$ cat src/rtl/cnf_pkg.sv
// Shared types and helpers for the exhaustive CNF assignment enumerator.
// Operands narrower than CNF_MAX_OUTS must be zero-extended by the caller.
package cnf_pkg;

    localparam int CNF_MAX_VARS = 24;
    localparam int CNF_MAX_OUTS = 32;

    typedef enum logic [2:0] {
        ST_IDLE   = 3'd0,
        ST_DRIVE  = 3'd1,
        ST_WAIT   = 3'd2,
        ST_SAMPLE = 3'd3,
        ST_DONE   = 3'd4
    } cnf_enum_state_t;

    // Bits outside care never block a match, so zero-extension of all three operands is safe.
    function automatic logic cnf_match(
        input logic [CNF_MAX_OUTS-1:0] out,
        input logic [CNF_MAX_OUTS-1:0] target,
        input logic [CNF_MAX_OUTS-1:0] care
    );
        return (((out ~^ target) & care) == care);
    endfunction

endpackage

$ cat src/rtl/cnf_settle_cnt.sv
// 3-bit settle down-counter: load, decrement-to-zero, zero flag.
module cnf_settle_cnt (
    input  logic       clk,
    input  logic       rst_n,
    input  logic       i_load,
    input  logic [2:0] i_load_val,
    input  logic       i_dec,
    output logic [2:0] o_cnt,
    output logic       o_zero
);

    logic [2:0] r_cnt;

    always_ff @(posedge clk or negedge rst_n) begin
        if (!rst_n) begin
            r_cnt <= 3'd0;
        end else if (i_load) begin
            r_cnt <= i_load_val;
        end else if (i_dec && (r_cnt != 3'd0)) begin
            r_cnt <= r_cnt - 3'd1;
        end
    end

    assign o_cnt  = r_cnt;
    assign o_zero = (r_cnt == 3'd0);

endmodule

$ cat src/rtl/cnf_assign_enum.sv
// Drives every NUM_VARS-bit assignment into an external clause network and
// collects SAT, first witness and match count from its sampled outputs.
//
// state  | meaning
// IDLE   | waiting for start
// DRIVE  | net_in just updated, network settling begins
// WAIT   | SETTLE-cycle settle window counted by cnf_settle_cnt
// SAMPLE | compare net_out with latched target/care, advance or finish
// DONE   | results held until start, abort or reset
module cnf_assign_enum
    import cnf_pkg::*;
#(
    parameter  int NUM_VARS = 8,
    parameter  int NUM_OUTS = 6,
    parameter  int SETTLE   = 1,
    localparam int CNT_W    = NUM_VARS + 1
) (
    input  logic                clk,
    input  logic                rst_n,
    input  logic                start,
    input  logic                abort,
    input  logic [NUM_OUTS-1:0] target,
    input  logic [NUM_OUTS-1:0] care,
    input  logic                stop_first,
    output logic [NUM_VARS-1:0] net_in,
    input  logic [NUM_OUTS-1:0] net_out,
    output logic                busy,
    output logic                done,
    output logic                sat,
    output logic [NUM_VARS-1:0] witness,
    output logic [CNT_W-1:0]    match_cnt
);

    cnf_enum_state_t r_state;
    cnf_enum_state_t w_state_nxt;

    logic [NUM_VARS-1:0] r_net_in;
    logic [NUM_VARS-1:0] r_witness;
    logic [CNT_W-1:0]    r_match_cnt;
    logic                r_sat;
    logic [NUM_OUTS-1:0] r_target;
    logic [NUM_OUTS-1:0] r_care;
    logic                r_stop_first;

    logic                    w_begin;
    logic                    w_clear;
    logic                    w_sample;
    logic                    w_cnt_load;
    logic                    w_cnt_dec;
    logic [2:0]              w_cnt;
    logic                    w_cnt_zero;
    logic                    w_match;
    logic                    w_last;
    logic [CNF_MAX_OUTS-1:0] w_out_ext;
    logic [CNF_MAX_OUTS-1:0] w_target_ext;
    logic [CNF_MAX_OUTS-1:0] w_care_ext;

    assign w_out_ext    = CNF_MAX_OUTS'(net_out);
    assign w_target_ext = CNF_MAX_OUTS'(r_target);
    assign w_care_ext   = CNF_MAX_OUTS'(r_care);
    assign w_match      = cnf_match(w_out_ext, w_target_ext, w_care_ext);
    assign w_last       = &r_net_in;

    cnf_settle_cnt u_settle (
        .clk        (clk),
        .rst_n      (rst_n),
        .i_load     (w_cnt_load),
        .i_load_val (3'(SETTLE)),
        .i_dec      (w_cnt_dec),
        .o_cnt      (w_cnt),
        .o_zero     (w_cnt_zero)
    );

    always_ff @(posedge clk or negedge rst_n) begin
        if (!rst_n) begin
            r_state <= ST_IDLE;
        end else begin
            r_state <= w_state_nxt;
        end
    end

    always_comb begin
        w_state_nxt = r_state;
        w_begin     = 1'b0;
        w_clear     = 1'b0;
        w_sample    = 1'b0;
        w_cnt_load  = 1'b0;
        w_cnt_dec   = 1'b0;
        if (abort) begin
            w_state_nxt = ST_IDLE;
            w_clear     = 1'b1;
        end else begin
            case (r_state)
                ST_IDLE, ST_DONE: begin
                    if (start) begin
                        w_state_nxt = ST_DRIVE;
                        w_begin     = 1'b1;
                    end
                end
                ST_DRIVE: begin
                    if (SETTLE == 0) begin
                        w_state_nxt = ST_SAMPLE;
                    end else begin
                        w_state_nxt = ST_WAIT;
                        w_cnt_load  = 1'b1;
                    end
                end
                ST_WAIT: begin
                    w_cnt_dec = 1'b1;
                    // Zero check keeps the FSM from sticking if the counter is ever found empty.
                    if ((w_cnt == 3'd1) || w_cnt_zero) begin
                        w_state_nxt = ST_SAMPLE;
                    end
                end
                ST_SAMPLE: begin
                    w_sample = 1'b1;
                    if ((w_match && r_stop_first) || w_last) begin
                        w_state_nxt = ST_DONE;
                    end else begin
                        w_state_nxt = ST_DRIVE;
                    end
                end
                default: begin
                    w_state_nxt = ST_IDLE;
                end
            endcase
        end
    end

    always_ff @(posedge clk or negedge rst_n) begin
        if (!rst_n) begin
            r_net_in     <= '0;
            r_witness    <= '0;
            r_match_cnt  <= '0;
            r_sat        <= 1'b0;
            r_target     <= '0;
            r_care       <= '0;
            r_stop_first <= 1'b0;
        end else if (w_clear) begin
            // Abort drops results and latched config but leaves net_in where it was.
            r_witness    <= '0;
            r_match_cnt  <= '0;
            r_sat        <= 1'b0;
            r_target     <= '0;
            r_care       <= '0;
            r_stop_first <= 1'b0;
        end else if (w_begin) begin
            r_net_in     <= '0;
            r_witness    <= '0;
            r_match_cnt  <= '0;
            r_sat        <= 1'b0;
            r_target     <= target;
            r_care       <= care;
            r_stop_first <= stop_first;
        end else if (w_sample) begin
            if (w_match) begin
                if (r_match_cnt != {CNT_W{1'b1}}) begin
                    r_match_cnt <= r_match_cnt + 1'b1;
                end
                if (!r_sat) begin
                    r_witness <= r_net_in;
                    r_sat     <= 1'b1;
                end
            end
            if (!((w_match && r_stop_first) || w_last)) begin
                r_net_in <= r_net_in + 1'b1;
            end
        end
    end

    assign net_in    = r_net_in;
    assign witness   = r_witness;
    assign match_cnt = r_match_cnt;
    assign sat       = r_sat;
    assign busy      = (r_state == ST_DRIVE) || (r_state == ST_WAIT) || (r_state == ST_SAMPLE);
    assign done      = (r_state == ST_DONE);

endmodule

$ cat config.mk
export PLATFORM = sky130hd
export DESIGN_NAME = cnf_assign_enum
export DESIGN_NICKNAME = d
export VERILOG_FILES = /design/src/rtl/cnf_pkg.sv /design/src/rtl/cnf_settle_cnt.sv /design/src/rtl/cnf_assign_enum.sv
export SDC_FILE = /design/constraint.sdc
export NUM_CORES = 1
export LEC_CHECK = 0
export CAP_MARGIN = 20
export CORE_ASPECT_RATIO = 1.25
export CORE_MARGIN = 3
export CORE_UTILIZATION = 50
export DETAILED_ROUTE_END_ITERATION = 12
export PLACE_DENSITY = 0.79
export SLEW_MARGIN = 20
export SYNTH_ARGS = -nofsm -noshare
export SYNTH_HDL_FRONTEND = slang
export SYNTH_SLANG_ARGS = --single-unit
$ cat constraint.sdc
create_clock -name clk -period 3.05 [get_ports clk]
set_clock_uncertainty 0.2 [all_clocks]
set_input_delay 0.61 -clock clk [delete_from_list [all_inputs] [get_ports clk]]
set_output_delay 0.61 -clock clk [all_outputs]
set_load 0.05 [all_outputs]
==> results.txt, run 1 <==
After legalization and detailed placement, the total HPWL measured 3780 um. The library cell used most frequently in the layout, excluding fill and tap cells, is sky130_fd_sc_hd__clkdlybuf4s50_1. After filler insertion, the fill cell instance count of the layout stands at 378. In this run the static leakage power is 1.28 nW. The net count after synthesis came out at 255. The adder-cell area share of the yosys netlist was 0.0322; the number of warnings printed during yosys synthesis was 0. The worst-case headroom to the max-slew limit came out at 0.582. The power density over the cells is 512 mW/mm2, and the number of enable-type register cells in the synthesized netlist is 0. Clock-pin slew was measured on the worst setup and hold paths at 0.09 ns. Measured in cells, the most critical reg-to-reg path has a length of 8. The total area inside the core boundary comes to 0.00446 mm2. Compared with the post-synthesis result, the final layout area differs by 29.9%. The most used flip-flop cell after synthesis is sky130_fd_sc_hd__dfrtp_1. The finished layout cell area is 0.00303 mm2. The worst setup path category is reg -> out.

The number of slew-limit violations in the final report was 0. The run gives 0 as the count of unresolved DRC violations after routing. Summing all flip-flop and latch instances after layout gives 0.00113 mm2. The all-layer global routing usage is 0.206. Subtracting the final worst setup slack from the clock period gives 2.75 ns.

After synthesis the cells add up to 0.00233 mm2. The final wirelength was 5040 um. In this run the worst hold path is classified as in -> async. The flow ran to the end, and the final reports show no timing, DRC or antenna violations.

The logs give 1953 for the total vias in the final route and 0 for the post-cts hold buffer count. Of all nets on the critical path, the largest fanout is 5. In this run the post-CTS setup repair buffer count came out at 0.

The portion of the clock cycle consumed by the worst path in the final layout was 0.901; the first-pass GRT wire length was 8630 um. The H-tree depth is 2. After synthesis, the mean cell area works out to 10.3 um2. In this run, the number of DRC markers left after iteration 0 of detailed routing was 79. The run gives 4 as the iteration count of the initial detailed-routing pass. For the floorplan row count, the log shows 27. The run gives 51 as the number of top-level design ports.

The maximum root-to-sink buffer count came out at 2. Final hold analysis gives a worst-case slack of 0.0781 ns. In this run the critical register-to-register path is launched from match_cnt[2]$_DFFE_PN0P_. The worst register-to-register path has a setup slack of 0.62 ns. The parity-gate share of the synthesized area counting xor and xnor cells is 0.0439.

The top cell types in the final layout, fill and taps aside, are 49 x sky130_fd_sc_hd__clkdlybuf4s50_1, 45 x sky130_fd_sc_hd__dfrtp_1, 15 x sky130_fd_sc_hd__nand2_1, 15 x sky130_fd_sc_hd__o21ai_0, 15 x sky130_fd_sc_hd__a22o_1. The die covers 0.00553 mm2. For the number of antenna violations at the first check in global routing, the log shows 0. Mux share of post-synthesis cell area: 0.0268. The tools report the startpoint type of the worst setup path as a register. Count of endpoints failing hold in the final timing report: 0.

The cell count after synthesis came out at 226. Entering global routing, the biggest net connects 46 pins. Width of the die: 67.1 um. The share of flip-flops with an asynchronous set or reset after synthesis works out to 1.00.

The total inserted antenna cells was 0. At the end of the flow, the number of nets in the layout was 310. In this run the vertical extent of the chip is 82.4 um. For the effective utilization at floorplan, the log shows 0.524. The synthesized netlist contains 42 unique library cells. Data arrives at the worst endpoint at 1.94 ns. The logs give 1856 for the via count of the first global-routing pass and 0 for the global-route congestion overflow total.

Setup repair after global routing left no endpoint under its margin. The placed instances occupy a cell area of 0.00291 mm2. Across the VDD grid, the largest voltage drop is 0.338 mV.

The footprint of the multi-input gates was 0.00111 mm2; the routability-driven placement congestion ratio was 0.876. The root buffer selected by CTS is sky130_fd_sc_hd__clkbuf_8. The count of clock tree sinks is 45, and the share of cells above drive strength 1 is 0.0957. In this run the tool buffered the top-level ports with 50 buffer cells. The simple-gate portion of the synthesized area was 0.185; the slew at the pin with the worst max-slew slack was 0.625 ns. Adding up every negative setup slack in the final design gives 0 ns. The detail route stage leaves a number of antenna-violating nets equal to 0. The later pin in the worst-skew pair is clocked with a latency of 0.30 ns.

The launch point of the critical path is r_state[0]$_DFFE_PN0P_. The post-CTS resize count is 0, and the average routed wire per standard cell is 14.8 um. The tool flagged a number of max-cap violations equal to 0. The worst register-to-register path ends at match_cnt[5]$_DFFE_PN0P_. The achievable clock frequency was 364 MHz. The run gives 2.24 ns as the critical path required time. By area, the combinational part of the netlist is dominated by compound AO/OA/AOI/OAI gates. Kind of end point of the critical path: an output port.

In this run, CTS created clock tree buffers numbering 5. TritonCTS built the clock tree. The logs give 0.482 for the sequential cell area fraction in the yosys report and 0 for the setup violation total in the final timing report.

The post-synthesis compound-gate area fraction is 0.188, and the number of vias per cell is 5.74. Synthesis-stage register bit count: 45.
==> worst max-delay path by stage <==
stage,endpoint,slack [ns],cells past startpoint
after floorplan,match_cnt[3]$_DFFE_PN0P_,0.60,8
after global placement,net_in[4]$_DFFE_PN0P_,0.34,6
after detailed placement,match_cnt[6]$_DFFE_PN0P_,0.27,6
after CTS,done,0.29,3
after global routing,done,0.21,3
final,done,0.30,3
==> sequential cells by signal (all words and copies together), names as in the netlist <==
name / count
match_cnt: 9
u_settle.o_cnt: 3
net_in: 8
r_care: 6
witness: 8
r_state: 3
r_stop_first: 1
r_target: 6
sat: 1
==> critical path, stage by stage, from the launching register on <==
cell,delay [ns]
sky130_fd_sc_hd__dfrtp_1,0.39
sky130_fd_sc_hd__nor2_1,0.27
sky130_fd_sc_hd__and2_1,0.18
sky130_fd_sc_hd__clkdlybuf4s50_1,0.80
==> cells by family (layout without fill, tap and decap cells) <==
family                     Yosys count  after routing
buffers and inverters               23             79
muxes                                6              6
adders and majority gates            6              6
DFF                                 45             45
AOI/OAI and AO/OA                   62             62
xor gates and xnor gates            10             10
and+or+nand+nor                     74             74
==> cell type report <==
| class | count | area share |
|---|---|---|
| inverters | 14 | 0.0173 |
| flip-flops and latches | 45 | 0.371 |
| well taps | 58 | 0.0239 |
| multi-input cells | 158 | 0.366 |
| repair buffers | 57 | 0.182 |
| clock inverters | 2 | 0.0124 |
| clock buffers | 6 | 0.0272 |
==> Yosys cell counts (3+ instances only) <==
cell                       number  share of area
sky130_fd_sc_hd__a21oi_1       11          0.024
sky130_fd_sc_hd__nor2_1        11          0.018
sky130_fd_sc_hd__mux2i_1        4          0.017
sky130_fd_sc_hd__xnor2_1        4          0.015
sky130_fd_sc_hd__or3_1          8          0.021
sky130_fd_sc_hd__o31ai_1        6          0.019
sky130_fd_sc_hd__or4_1          4          0.013
sky130_fd_sc_hd__ha_1           6          0.032
sky130_fd_sc_hd__clkbuf_1       6         0.0096
sky130_fd_sc_hd__dfrtp_1       45           0.48
sky130_fd_sc_hd__nand2_1       15          0.024
sky130_fd_sc_hd__inv_1         14          0.023
sky130_fd_sc_hd__a22oi_1        3         0.0096
sky130_fd_sc_hd__o21ai_0       15          0.032
sky130_fd_sc_hd__xor2_1         4          0.015
sky130_fd_sc_hd__nand4_1        3         0.0080
sky130_fd_sc_hd__nor3_1         4         0.0086
sky130_fd_sc_hd__and3_1         4          0.011
sky130_fd_sc_hd__nand3_1       14          0.030
sky130_fd_sc_hd__a22o_1        15          0.056
==> power breakdown <==
group | leakage (nW) | internal (mW) | switching (mW)
combinational | 0.604 | 0.162 | 0.226
sequential | 0.614 | 0.645 | 0.0473
clock | 0.0574 | 0.266 | 0.207
==> routing by layer <==
layer | vias up | track usage | routed length [um]
li1 | 943 | - | -
met1 | 939 | 0.269 | 2200
met2 | 62 | 0.337 | 2500
met3 | 9 | 0.0379 | 225
met4 | 0 | 0.0771 | 117
met5 | - | 0 | 0
==> per-stage QoR <==
stage / setup slack [ns] / power (mW) / instances / util
floorplan: 0.595 / 0.960 / 226 / -
global placement: 0.340 / 1.08 / 332 / 0.652
detailed placement: 0.273 / 1.09 / 332 / 0.652
CTS: 0.291 / 1.56 / 340 / 0.679
global route: 0.209 / 1.63 / 340 / 0.680
finish: 0.303 / 1.55 / 340 / 0.680
(Power assumes the default switching activity.)
==> run 2, diff against run 1 <==
--- a/config.mk
+++ b/config.mk
@@ -7,7 +7,6 @@
 export LEC_CHECK = 0
 export CAP_MARGIN = 20
 export CORE_ASPECT_RATIO = 1.25
-export CORE_MARGIN = 3
 export CORE_UTILIZATION = 50
 export DETAILED_ROUTE_END_ITERATION = 12
 export PLACE_DENSITY = 0.79
@@ -15,3 +14,4 @@
 export SYNTH_ARGS = -nofsm -noshare
 export SYNTH_HDL_FRONTEND = slang
 export SYNTH_SLANG_ARGS = --single-unit
+export TNS_END_PERCENT = 50
==> results.txt, run 2 (same netlist as run 1, synthesis figures left out) <==
The run finished with clean final reports. The placed standard-cell area came out at 0.00290 mm2. The tools report the floorplan row count as 27. Once the clock tree was built, the setup fixing pass inserted 0 buffers.

After detailed routing, the met3 layer carries 177 um of wire. The worst setup path category is reg -> out. For this run, the slowest stage of the critical path takes 0.79 ns. Maximum number of pins on one net before global-route repair: 46. The critical path goes through nor2_1 -> and2_1 -> clkdlybuf4s50_1. The clock drives 45 sinks.

The count of endpoints failing hold in the final timing report came out at 0. In this run the worst path has a maximum fanout of 10. The logs give 4 for the iteration count of the initial detailed-routing pass and 0.00446 mm2 for the standard cell core area. The kind of end point of the critical path is an output port.

The finished layout cell area is 0.00301 mm2. The worst min-delay path category was in -> async. In this run, post-CTS repair resized a total of 0 instances. The count of buffers inserted at the top-level ports works out to 50.

In the routed layout, each cell is associated on average with a via count of 5.69. Static timing analysis puts the maximum clock frequency at 338 MHz. For this block, the initial DRC count from the detailed router was 115.

The setup violation total in the final timing report was 0; the sum of routed wire segments on met1 was 2120 um. Critical-path cell with the highest stage delay: sky130_fd_sc_hd__clkdlybuf4s50_1. Setup repair after global routing left no endpoint under its margin.

At the later pin of the worst-skew pair, clock insertion delay measures 0.30 ns. In this run the remaining antenna-violating nets after routing total 0. STA classifies the critical path startpoint as a register. The H-tree was split into 2 levels.

The flip-flop count of the largest register, all copies and words added is 9. Summed over all layers, the global routing overflow is 0. The tool flagged a number of max-cap violations equal to 0. 51 I/O pins were placed. The logs give 0.00495 mm2 for the area of the die and 0.524 for the effective utilization at floorplan.

The top layer used by detailed routing was met4. The power density over the cells was 500 mW/mm2; the total negative setup slack was 0 ns. The library cell used most frequently in the layout, excluding fill and tap cells, is sky130_fd_sc_hd__clkdlybuf4s50_1. The number of buffers created by CTS was 5.

Hold repair after CTS inserted 0 buffers. The all-layer global routing usage came out at 0.216. Clock-pin slew was measured on the worst setup and hold paths at 0.08 ns.

In this run the clock root is driven by a sky130_fd_sc_hd__clkbuf_8. The share of cells above drive strength 1 was 0.0893; the arrival time at the worst endpoint was 2.14 ns. IR analysis of the VDD net gives a maximum drop of 0.393 mV.

Total inserted antenna cells: 0. In the detailed route, the total length drawn on met2 is 2360 um. The clock period could shrink to 2.95 ns. The analysis attributes to cell leakage a power of 1.27 nW.

The portion of the clock cycle consumed by the worst path in the final layout is 0.969, and the count of unresolved DRC violations after routing is 0. TritonCTS built the clock tree. Data on the critical path is required at its endpoint by 2.24 ns. The final net count was 309. The run gives 3540 um as the detailed placer's ending HPWL. The number of antenna violations at the first check in global routing is 0. The slew at the pin with the worst max-slew slack was 0.629 ns; the average routed wire per standard cell was 14.1 um. The congestion estimate from routability-driven global placement came to 0.881. The number of slew-limit violations in the final report is 0, and the first-pass GRT wire length is 8260 um. The logs give 1790 for the via count of the first global-routing pass and 1924 for the total vias in the final route. The die is 63.1 um wide. Measured along the y axis, the die boundary spans 78.4 um. The longest clock path from root to sink contains 2 buffers.

The top cell types in the final layout, fill and taps aside, are 49 x sky130_fd_sc_hd__clkdlybuf4s50_1, 45 x sky130_fd_sc_hd__dfrtp_1, 15 x sky130_fd_sc_hd__nand2_1, 15 x sky130_fd_sc_hd__o21ai_0, 15 x sky130_fd_sc_hd__a22o_1. The synthesis-to-finish area growth was 28.8%. Final wirelength: 4760 um. For the worst-case headroom to the max-slew limit, the log shows 0.579.
[run 2: changes by cell type in the layout (fill, tap and decap cells not counted), sizes merged]
cell and delta:
buf -1, clkbuf -1, clkinv +1, clkinvlp -1
[run 2: worst paths after layout]
check	slack, ns	startpoint	depth (start not counted)	endpoint
min	0.10	rst_n	1	match_cnt[7]$_DFFE_PN0P_
max	0.1	r_state[0]$_DFFE_PN0P_	3	done
max in group asynchronous	2.18	rst_n	1	r_care[0]$_DFFE_PN0N_
min in group clk	0.30	witness[0]$_DFFE_PN0P_	2	witness[0]$_DFFE_PN0P_
min reg2reg	0.30	witness[0]$_DFFE_PN0P_	2	witness[0]$_DFFE_PN0P_
max reg2reg	0.61	match_cnt[2]$_DFFE_PN0P_	8	match_cnt[5]$_DFFE_PN0P_
[run 2: layout make-up]
| class | instances | area (um2) |
|---|---|---|
| clock inverters | 2 | 35.0 |
| clock buffers | 5 | 68.8 |
| well taps | 58 | 72.6 |
| repair buffers | 56 | 543 |
| multi-input cells | 158 | 1110 |
| inverters | 14 | 52.6 |
| fillers | 378 | 1450 |
| flip-flops and latches | 45 | 1130 |
[run 2: through the flow]
step	instances	worst slack [ns]	utilization	power, mW	hold slack (ns)
after floorplan	226	0.595	-	0.960	0.114
after global placement	331	0.347	0.651	1.08	0.280
after detailed placement	331	0.309	0.651	1.08	0.290
after CTS	338	0.104	0.674	1.52	0.299
after global routing	338	0.00969	0.675	1.58	0.145
final	338	0.0957	0.675	1.50	0.100
[run 2: layer usage]
| layer | global-route usage | vias to the layer above |
|---|---|---|
| li1 | - | 940 |
| met1 | 0.269 | 921 |
| met2 | 0.362 | 55 |
| met3 | 0.0392 | 8 |
| met4 | 0.0953 | 0 |
| met5 | 0 | - |
[run 2: where the power goes]
| part | internal (mW) | total (mW) | switching, mW |
|---|---|---|---|
| clock network | 0.238 | 0.432 | 0.194 |
| registers | 0.645 | 0.699 | 0.0541 |
| logic | 0.158 | 0.373 | 0.215 |
| total | 1.04 | 1.50 | 0.463 |
[run 2: worst max-delay path: cells and delay by family, from the launching register on]
kind | cells | cell delay (ns)
simple gates | 2 | 0.52
flops | 1 | 0.52
buf+inv | 1 | 0.79
